**src/rtl/booth_mac_acc.sv**
```systemverilog
// Frame accumulator for signed Booth products: sums N_TERMS products and hands the result
// off on a valid/ready port. Define SAT_EN for saturating arithmetic (default: wrap-around).
module booth_mac_acc #(
  parameter int unsigned ACC_W   = 12,
  parameter int unsigned N_TERMS = 4
) (
  input  logic             clk_i,
  input  logic             rst_i,
  input  logic             clr_i,
  input  logic             in_valid_i,
  output logic             in_ready_o,
  input  logic [7:0]       p_i,
  output logic             out_valid_o,
  input  logic             out_ready_i,
  output logic [ACC_W-1:0] acc_out_o,
  output logic             ovf_o
);

  localparam int unsigned     CntW    = $clog2(N_TERMS + 1);
  localparam logic [CntW-1:0] LastCnt = CntW'(N_TERMS - 1);

  typedef enum logic [0:0] {StAcc, StDone} state_e;

  state_e           state_q, state_d;
  logic [CntW-1:0]  cnt_q, cnt_d;
  logic [ACC_W-1:0] acc_q, acc_d;
  logic [ACC_W-1:0] acc_out_q, acc_out_d;
  logic             ovf_q, ovf_d;

  logic [ACC_W-1:0] p_ext, sum_raw, sum;
  logic             add_ovf, accept;

  assign p_ext   = ACC_W'($signed(p_i));
  assign sum_raw = acc_q + p_ext;
  // Same-sign operands whose sum flips sign is a two's-complement overflow.
  assign add_ovf = (acc_q[ACC_W-1] == p_ext[ACC_W-1]) && (sum_raw[ACC_W-1] != acc_q[ACC_W-1]);

`ifdef SAT_EN
  always_comb begin
    sum = sum_raw;
    if (add_ovf) begin
      sum = acc_q[ACC_W-1] ? {1'b1, {(ACC_W-1){1'b0}}} : {1'b0, {(ACC_W-1){1'b1}}};
    end
  end
`else
  assign sum = sum_raw;
`endif

  assign in_ready_o  = (state_q == StAcc);
  assign out_valid_o = (state_q == StDone);
  assign acc_out_o   = acc_out_q;
  assign ovf_o       = ovf_q;
  assign accept      = in_valid_i & in_ready_o;

  always_comb begin
    state_d   = state_q;
    cnt_d     = cnt_q;
    acc_d     = acc_q;
    acc_out_d = acc_out_q;
    ovf_d     = ovf_q;
    if (clr_i) begin
      // Abort wins over any handshake this cycle; acc_out keeps the last published frame.
      state_d = StAcc;
      cnt_d   = '0;
      acc_d   = '0;
      ovf_d   = 1'b0;
    end else begin
      unique case (state_q)
        StAcc: begin
          if (accept) begin
            acc_d = sum;
            ovf_d = ovf_q | add_ovf;
            cnt_d = cnt_q + 1'b1;
            if (cnt_q == LastCnt) begin
              state_d   = StDone;
              acc_out_d = sum;
            end
          end
        end
        StDone: begin
          if (out_ready_i) begin
            state_d = StAcc;
            cnt_d   = '0;
            acc_d   = '0;
            ovf_d   = 1'b0;
          end
        end
        default: state_d = StAcc;
      endcase
    end
  end

  always_ff @(posedge clk_i) begin
    if (rst_i) begin
      state_q   <= StAcc;
      cnt_q     <= '0;
      acc_q     <= '0;
      acc_out_q <= '0;
      ovf_q     <= 1'b0;
    end else begin
      state_q   <= state_d;
      cnt_q     <= cnt_d;
      acc_q     <= acc_d;
      acc_out_q <= acc_out_d;
      ovf_q     <= ovf_d;
    end
  end

endmodule

```
**config.mk**
```make
export PLATFORM = sky130hd
export DESIGN_NAME = booth_mac_acc
export DESIGN_NICKNAME = d
export VERILOG_FILES = /design/src/rtl/booth_mac_acc.sv
export SDC_FILE = /design/constraint.sdc
export NUM_CORES = 1
export LEC_CHECK = 0
export ABC_AREA = 1
export ABC_CLOCK_PERIOD_IN_PS = 2200
export CAP_MARGIN = 10
export CORE_MARGIN = 3
export CORE_UTILIZATION = 25
export CTS_CLUSTER_DIAMETER = 50
export DETAILED_ROUTE_END_ITERATION = 12
export MAX_ROUTING_LAYER = met4
export PLACE_DENSITY_LB_ADDON = 0.08
export REMOVE_ABC_BUFFERS = 1
export SLEW_MARGIN = 5
export SYNTH_ARGS = -nofsm -noshare
export SYNTH_HDL_FRONTEND = slang
export SYNTH_SLANG_ARGS = --single-unit
```
**constraint.sdc**
```tcl
create_clock -name clk_i -period 2.2 [get_ports clk_i]
set_clock_uncertainty 0.2 [all_clocks]
set_input_delay 0.33 -clock clk_i [delete_from_list [all_inputs] [get_ports clk_i]]
set_output_delay 0.33 -clock clk_i [all_outputs]
set_load 0.02 [all_outputs]
```
==> results of run 1 <==
## routing by layer
layer / vias to the layer above / GRT usage, % / routed length (µm)
met4: 0 / 5.23 / 68
met1: 750 / 18.1 / 2670
met5: - / - / 0
met3: 5 / 2.83 / 165
li1: 951 / - / -
met2: 31 / 19.3 / 2130
## layout by cell type (no fill, tap or decap), types with 2 or more instances in the layout
cell type,netlist,routed
a21o_1,3,3
a21oi_1,21,20
a21oi_2,1,2
buf_4,0,25
clkbuf_8,0,5
clkdlybuf4s50_1,0,26
clkinv_2,0,2
dfxtp_1,29,29
ha_1,13,9
ha_4,0,3
inv_1,46,45
inv_2,2,3
nand2_1,73,73
nand2_2,5,5
nand3_1,16,15
nand3_2,1,2
nand4_1,4,4
nor2_1,23,23
o21ai_0,12,12
o22ai_1,2,2
or2_2,2,2
xor2_1,4,3
## worst max-delay path by stage
| stage | from | to | slack, ns | cells past startpoint |
|---|---|---|---|---|
| floorplan | p_i[0] | acc_out_o[6] | 0.33 | 10 |
| global placement | p_i[1] | acc_out_o[5] | -0.22 | 11 |
| detailed placement | p_i[0] | acc_out_o[8] | -0.24 | 13 |
| CTS | p_i[0] | acc_out_o[8] | 0.07 | 13 |
| global route | p_i[0] | acc_out_o[6] | 0.002 | 11 |
| finish | p_i[0] | acc_out_o[6] | 0.12 | 11 |
## cells by family after synthesis
kind of cell | share of synthesized area, %
adder cells (fa/ha/maj) | 10.2
AND/OR/NAND/NOR | 31.5
XOR/XNOR | 2.44
AO/OA/AOI/OAI | 12.1
buffers and inverters | 11.5
flip-flops | 32.4
## final cells by class
type,instances,area [µm²]
Fill cell,785,4370
Multi-Input combinational cell,188,1070
Sequential cell,29,581
Timing Repair Buffer,52,460
Inverter,48,180
Tap cell,96,120
Clock buffer,6,72.6
Clock inverter,2,10.0
## through the flow
stage,hold WS (ns),instances
6_report,0.248,421
5_1_grt,0.273,421
4_1_cts,0.255,420
3_5_place_dp,0.245,412
3_3_place_gp,0.241,412
2_1_floorplan,0.228,265
## sequential cells by signal (all words and copies together) (netlist names)
register and count:
cnt_q 3, out_valid_o 1, acc_out_o 12, acc_q 12, ovf_o 1
## critical path, stage by stage
cell and delay (ns):
clkdlybuf4s50_1 0.46, ha_2 0.17, inv_1 0.06, fa_2 0.35, inv_2 0.07, nand3_1 0.07
nand2_2 0.12, a21oi_2 0.09, xor2_1 0.14, o21ai_0 0.15, inv_1 0.05
## power by group through the flow
stage	clock, mW	sequential, mW	combinational [mW]
6_report	0.445	0.543	0.260
5_1_grt	0.482	0.544	0.295
4_1_cts	0.462	0.542	0.252
3_5_place_dp	0	0.554	0.250
3_3_place_gp	0	0.554	0.251
2_1_floorplan	0	0.553	0.136
## timing repair
item / 4_1_cts / 5_1_grt
hold endpoints to repair: 0 / 0
setup buffers: 0 / 1
hold buffers: 0 / 0
gates resized for setup: 0 / 11
setup endpoints to repair: 0 / 11
==> reports/qor.csv, run 1 <==
metric,value,unit
core-area,6870,µm²
total_leakage_power,1.24,nW
crit_type,primary input to flip-flop,
antenna_found_initial,0,
utilization,36.3,%
die_y,90.7,µm
slew_violations,0,
synth_area_leaders,"dfxtp_1 (32%), nand2_1 (15%), inv_1 (9.6%), ha_1 (9.1%), a21oi_1 (5.9%)",
final_nets,351,
start_util,26.1,%
clk_latency,0.29,ns
io_pins,28,
synth_ff_type,dfxtp_1,
antenna_left,0,
outcome,completed,
grt-ovfl-total,0,
hold_path_end,ovf_o,
synth_seq_cells,29,
p_int,871,µW
final-hold-violation-count,0,
drtIter0Drc,63,
die_area,8230,µm²
final-setup-viol-count,0,
wire_per_inst,12.0,µm
clkPwrFrac,35.6,%
grt_usage,13.4,%
cts_buffer_depth,2,
drt-pass1-iter-count,4,
drc,0,
netlist_area,1790,µm²
worst-r2r-cell-count,10,
whs_path_depth,2,
swShare,30.2,%
synthArstFlopShare,0,%
root_buffer,clkbuf_8,
cts.sinks,29,
grt_pass1_wl,8.45,mm
clkTransAtPathRegs,0.07,ns
period_minus_slack,2.08,ns
setup_tns,0,ns
post-place-ws,-0.237,ns
synth_top_cell_area_share,32.4,%
place_area,2340,µm²
htree_levels,2,
n_antenna_cell,0,
grt_pass1_vias,1775,
layout_worst_path_cycle_share,94.4,%
cts_buffers,5,
syn_inst,269,
rsz0062_at_grt,false,
drive_gt1_share,16.9,%
reg2reg_slack,0.30,ns
ys_warn_count,0,
r2r-start,acc_q[0],
synth_largest_area_cell,dfxtp_1,
switching_power,377,µW
yosysMostFrequentCell,nand2_1,
via_per_inst,4.13,
synthToLayoutAreaGrowth,39.1,%
tritoncts,done,
worstSetupEndpointType,flip-flop,
critPathMaxFanout,3,
arrival,2.06,ns
worst_slew_pin_slew,0.407,ns
p_comb_share,20.9,%
total_power,1.25,mW
hpwl,3.95,mm
grt_max_degree,14,
hp-start,ovf_o,
layout_setup_ws,0.124,ns
start_kind,primary input,
cp_data_required_time,2.18,ns
synth_common_cells,"nand2_1 (73), inv_1 (46), dfxtp_1 (29)",
synth_edf_count,0,
row_count,30,
fin_area,2490,µm²
power_frac_seq,43.5,%
port_buffers,27,
p_per_area,500,nW/µm²
routed_wl,5.04,mm
die_x,90.7,µm
max-vdd-ir-drop,0.000275,V
hold_class,flip-flop to flip-flop,
max_freq,482,MHz
synth.distinct_cells,27,
syn_area_per_cell,6.67,µm²
vias,1737,
max_cap_violations,0,
reg2reg_to,acc_out_o[6],
max_slew_margin,72.8,%
ys_seq_area_share,32.4,%
place_congestion,0.830,
Power figures use the tool's default switching activity.
==> run 2: changes to the inputs <==
- ABC_CLOCK_PERIOD_IN_PS: 2200 -> 2600
- CORE_UTILIZATION: 25 -> 57
- SETUP_SLACK_MARGIN: unset -> 0.05
- clock period: 2.2 -> 2.6 ns (I/O delays scaled with it)
==> reports/qor.csv, run 2 (synthesized netlist as in run 1, its figures left out) <==
metric,value,unit,change
fill_cells,237,,-70%
synthToLayoutAreaGrowth,22.5,%,
hpwl,3.11,mm,-21%
p_per_area,468,nW/µm²,-6.5%
final_common_cell,nand2_1,,
grt_pass1_wl,7.31,mm,-14%
holdWs,0.257,ns,+0.00939 ns
setup_tns,0,ns,unchanged
hold_class,flip-flop to flip-flop,,
final-setup-viol-count,0,,unchanged
vias,1775,,+2.2%
max_freq,447,MHz,
outcome,completed,,
post-place-ws,0.0516,ns,+0.289 ns
antenna_found_initial,0,,unchanged
die_area,3860,µm²,-53%
drtIter0Drc,119,,+89%
root_buffer,clkbuf_4,,
reg2reg_to,acc_out_o[6],,
max_slew_margin,62.4,%,-10 points
worstSetupStartpoint,p_i[0],,
reg2reg_slack,0.54,ns,+0.24 ns
drc,0,,unchanged
final_nets,329,,-6.3%
drt-pass1-iter-count,4,,unchanged
rsz0062_at_grt,false,,
core-area,2880,µm²,-58%
r2r-start,acc_q[0],,
period_minus_slack,2.24,ns,
total_power,1.03,mW,-18%
start_util,62.4,%,+36 points
place_congestion,0.902,,+8.7%
layout_worst_path_cycle_share,86.1,%,
cts.sinks,29,,unchanged
htree_levels,2,,unchanged
die_y,62.1,µm,-32%
crit_type,primary input to flip-flop,,
clkTransAtPathRegs,0.10,ns,+0.03 ns
wire_per_inst,12.6,µm,+5.2%
worst-r2r-cell-count,10,,unchanged
post-cts-setup-buffers,0,,unchanged
total_leakage_power,1.14,nW,-8.7%
n_antenna_cell,0,,unchanged
via_per_inst,5.14,,+25%
grt-ovfl-total,0,,unchanged
slew_violations,0,,unchanged
fin_area,2200,µm²,-12%
io_pins,28,,unchanged
critPathMaxFanout,3,,unchanged
grt_max_degree,16,,+2
die_x,62.1,µm,-32%
place_area,2110,µm²,-9.6%
worst_slew_pin_slew,0.563,ns,+0.156 ns
tritoncts,done,,
cp_data_required_time,2.64,ns,+0.46 ns
crit_path_end,acc_out_o[6],,
cts_buffer_depth,2,,unchanged
utilization,76.4,%,+40 points
antenna_left,0,,unchanged
max_cap_violations,0,,unchanged
row_count,19,,-37%
grt_pass1_vias,1685,,-5.1%
routed_wl,4.34,mm,-14%
arrival,2.28,ns,+0.22 ns
dp_cells,337,,-18%
grt_usage,24.2,%,+11 points
drive_gt1_share,7.59,%,-9.3 points
start_kind,primary input,,
port_buffers,27,,unchanged
instances_no_fill,345,,-18%
final-hold-violation-count,0,,unchanged
max-vdd-ir-drop,0.000394,V,+43%
cts.repair.resized,0,,unchanged
final_cell_mix,"nand2_1 (73), inv_1 (46), dfxtp_1 (29)",,
clk_latency,0.33,ns,+0.04 ns
ctsHoldBuffers,0,,unchanged
worstSetupEndpointType,flip-flop,,
cts_buffers,5,,unchanged
layout_setup_ws,0.361,ns,+0.237 ns
-- run 2: changes by cell type in the layout (fill, tap and decap cells not counted), sizes merged --
cell           delta
clkbuf            +1
dlymetal6s2s      -1
buf              -22
clkinv            -2
clkdlybuf4s50     +1
bufinv            +1
-- run 2: worst min-delay path by stage --
stage          endpoint  depth (start not counted)      from
2_1_floorplan  cnt_q[0]                          1  cnt_q[0]
3_3_place_gp      ovf_o                          2     ovf_o
3_5_place_dp      ovf_o                          2     ovf_o
4_1_cts           ovf_o                          2     ovf_o
5_1_grt        acc_q[6]                          2  acc_q[6]
6_report          ovf_o                          2     ovf_o
-- run 2: layer usage --
metal  GRT usage (%)  up-vias  wire, µm
met5               -        -         0
met4            9.39        0        91
met3            6.67       12       343
met2            38.4       62      2040
met1            29.3      784      1870
li1                -      917         -
-- run 2: critical path: stages --
cell and delay (ns):
clkdlybuf4s50_1 0.47, ha_1 0.21, inv_1 0.08, fa_1 0.40, inv_1 0.10, nand3_1 0.08, nand2_2 0.12, a21oi_2 0.08
xor2_1 0.15, o21ai_0 0.15, inv_1 0.05
-- run 2: final cells by class --
class	count	area [µm²]	area share (%)
Inverter	48	180	8.20
Multi-Input combinational cell	188	1010	45.8
Tap cell	42	52.6	2.39
Clock inverter	1	30.0	1.37
Clock buffer	7	55.1	2.50
Timing Repair Buffer	30	293	13.3
Sequential cell	29	581	26.4
-- run 2: where the power goes --
group	total, mW	leakage [nW]	switching, mW	internal [mW]
combinational	0.175	0.855	0.106	0.0688
clock	0.395	0.0455	0.165	0.229
sequential	0.458	0.235	0.00521	0.453
==> run 3: changes to the inputs <==
- CAP_MARGIN: 10 -> 25
==> results of run 3 <==
The final DEF is identical to that of run 2; final timing and power are the same.
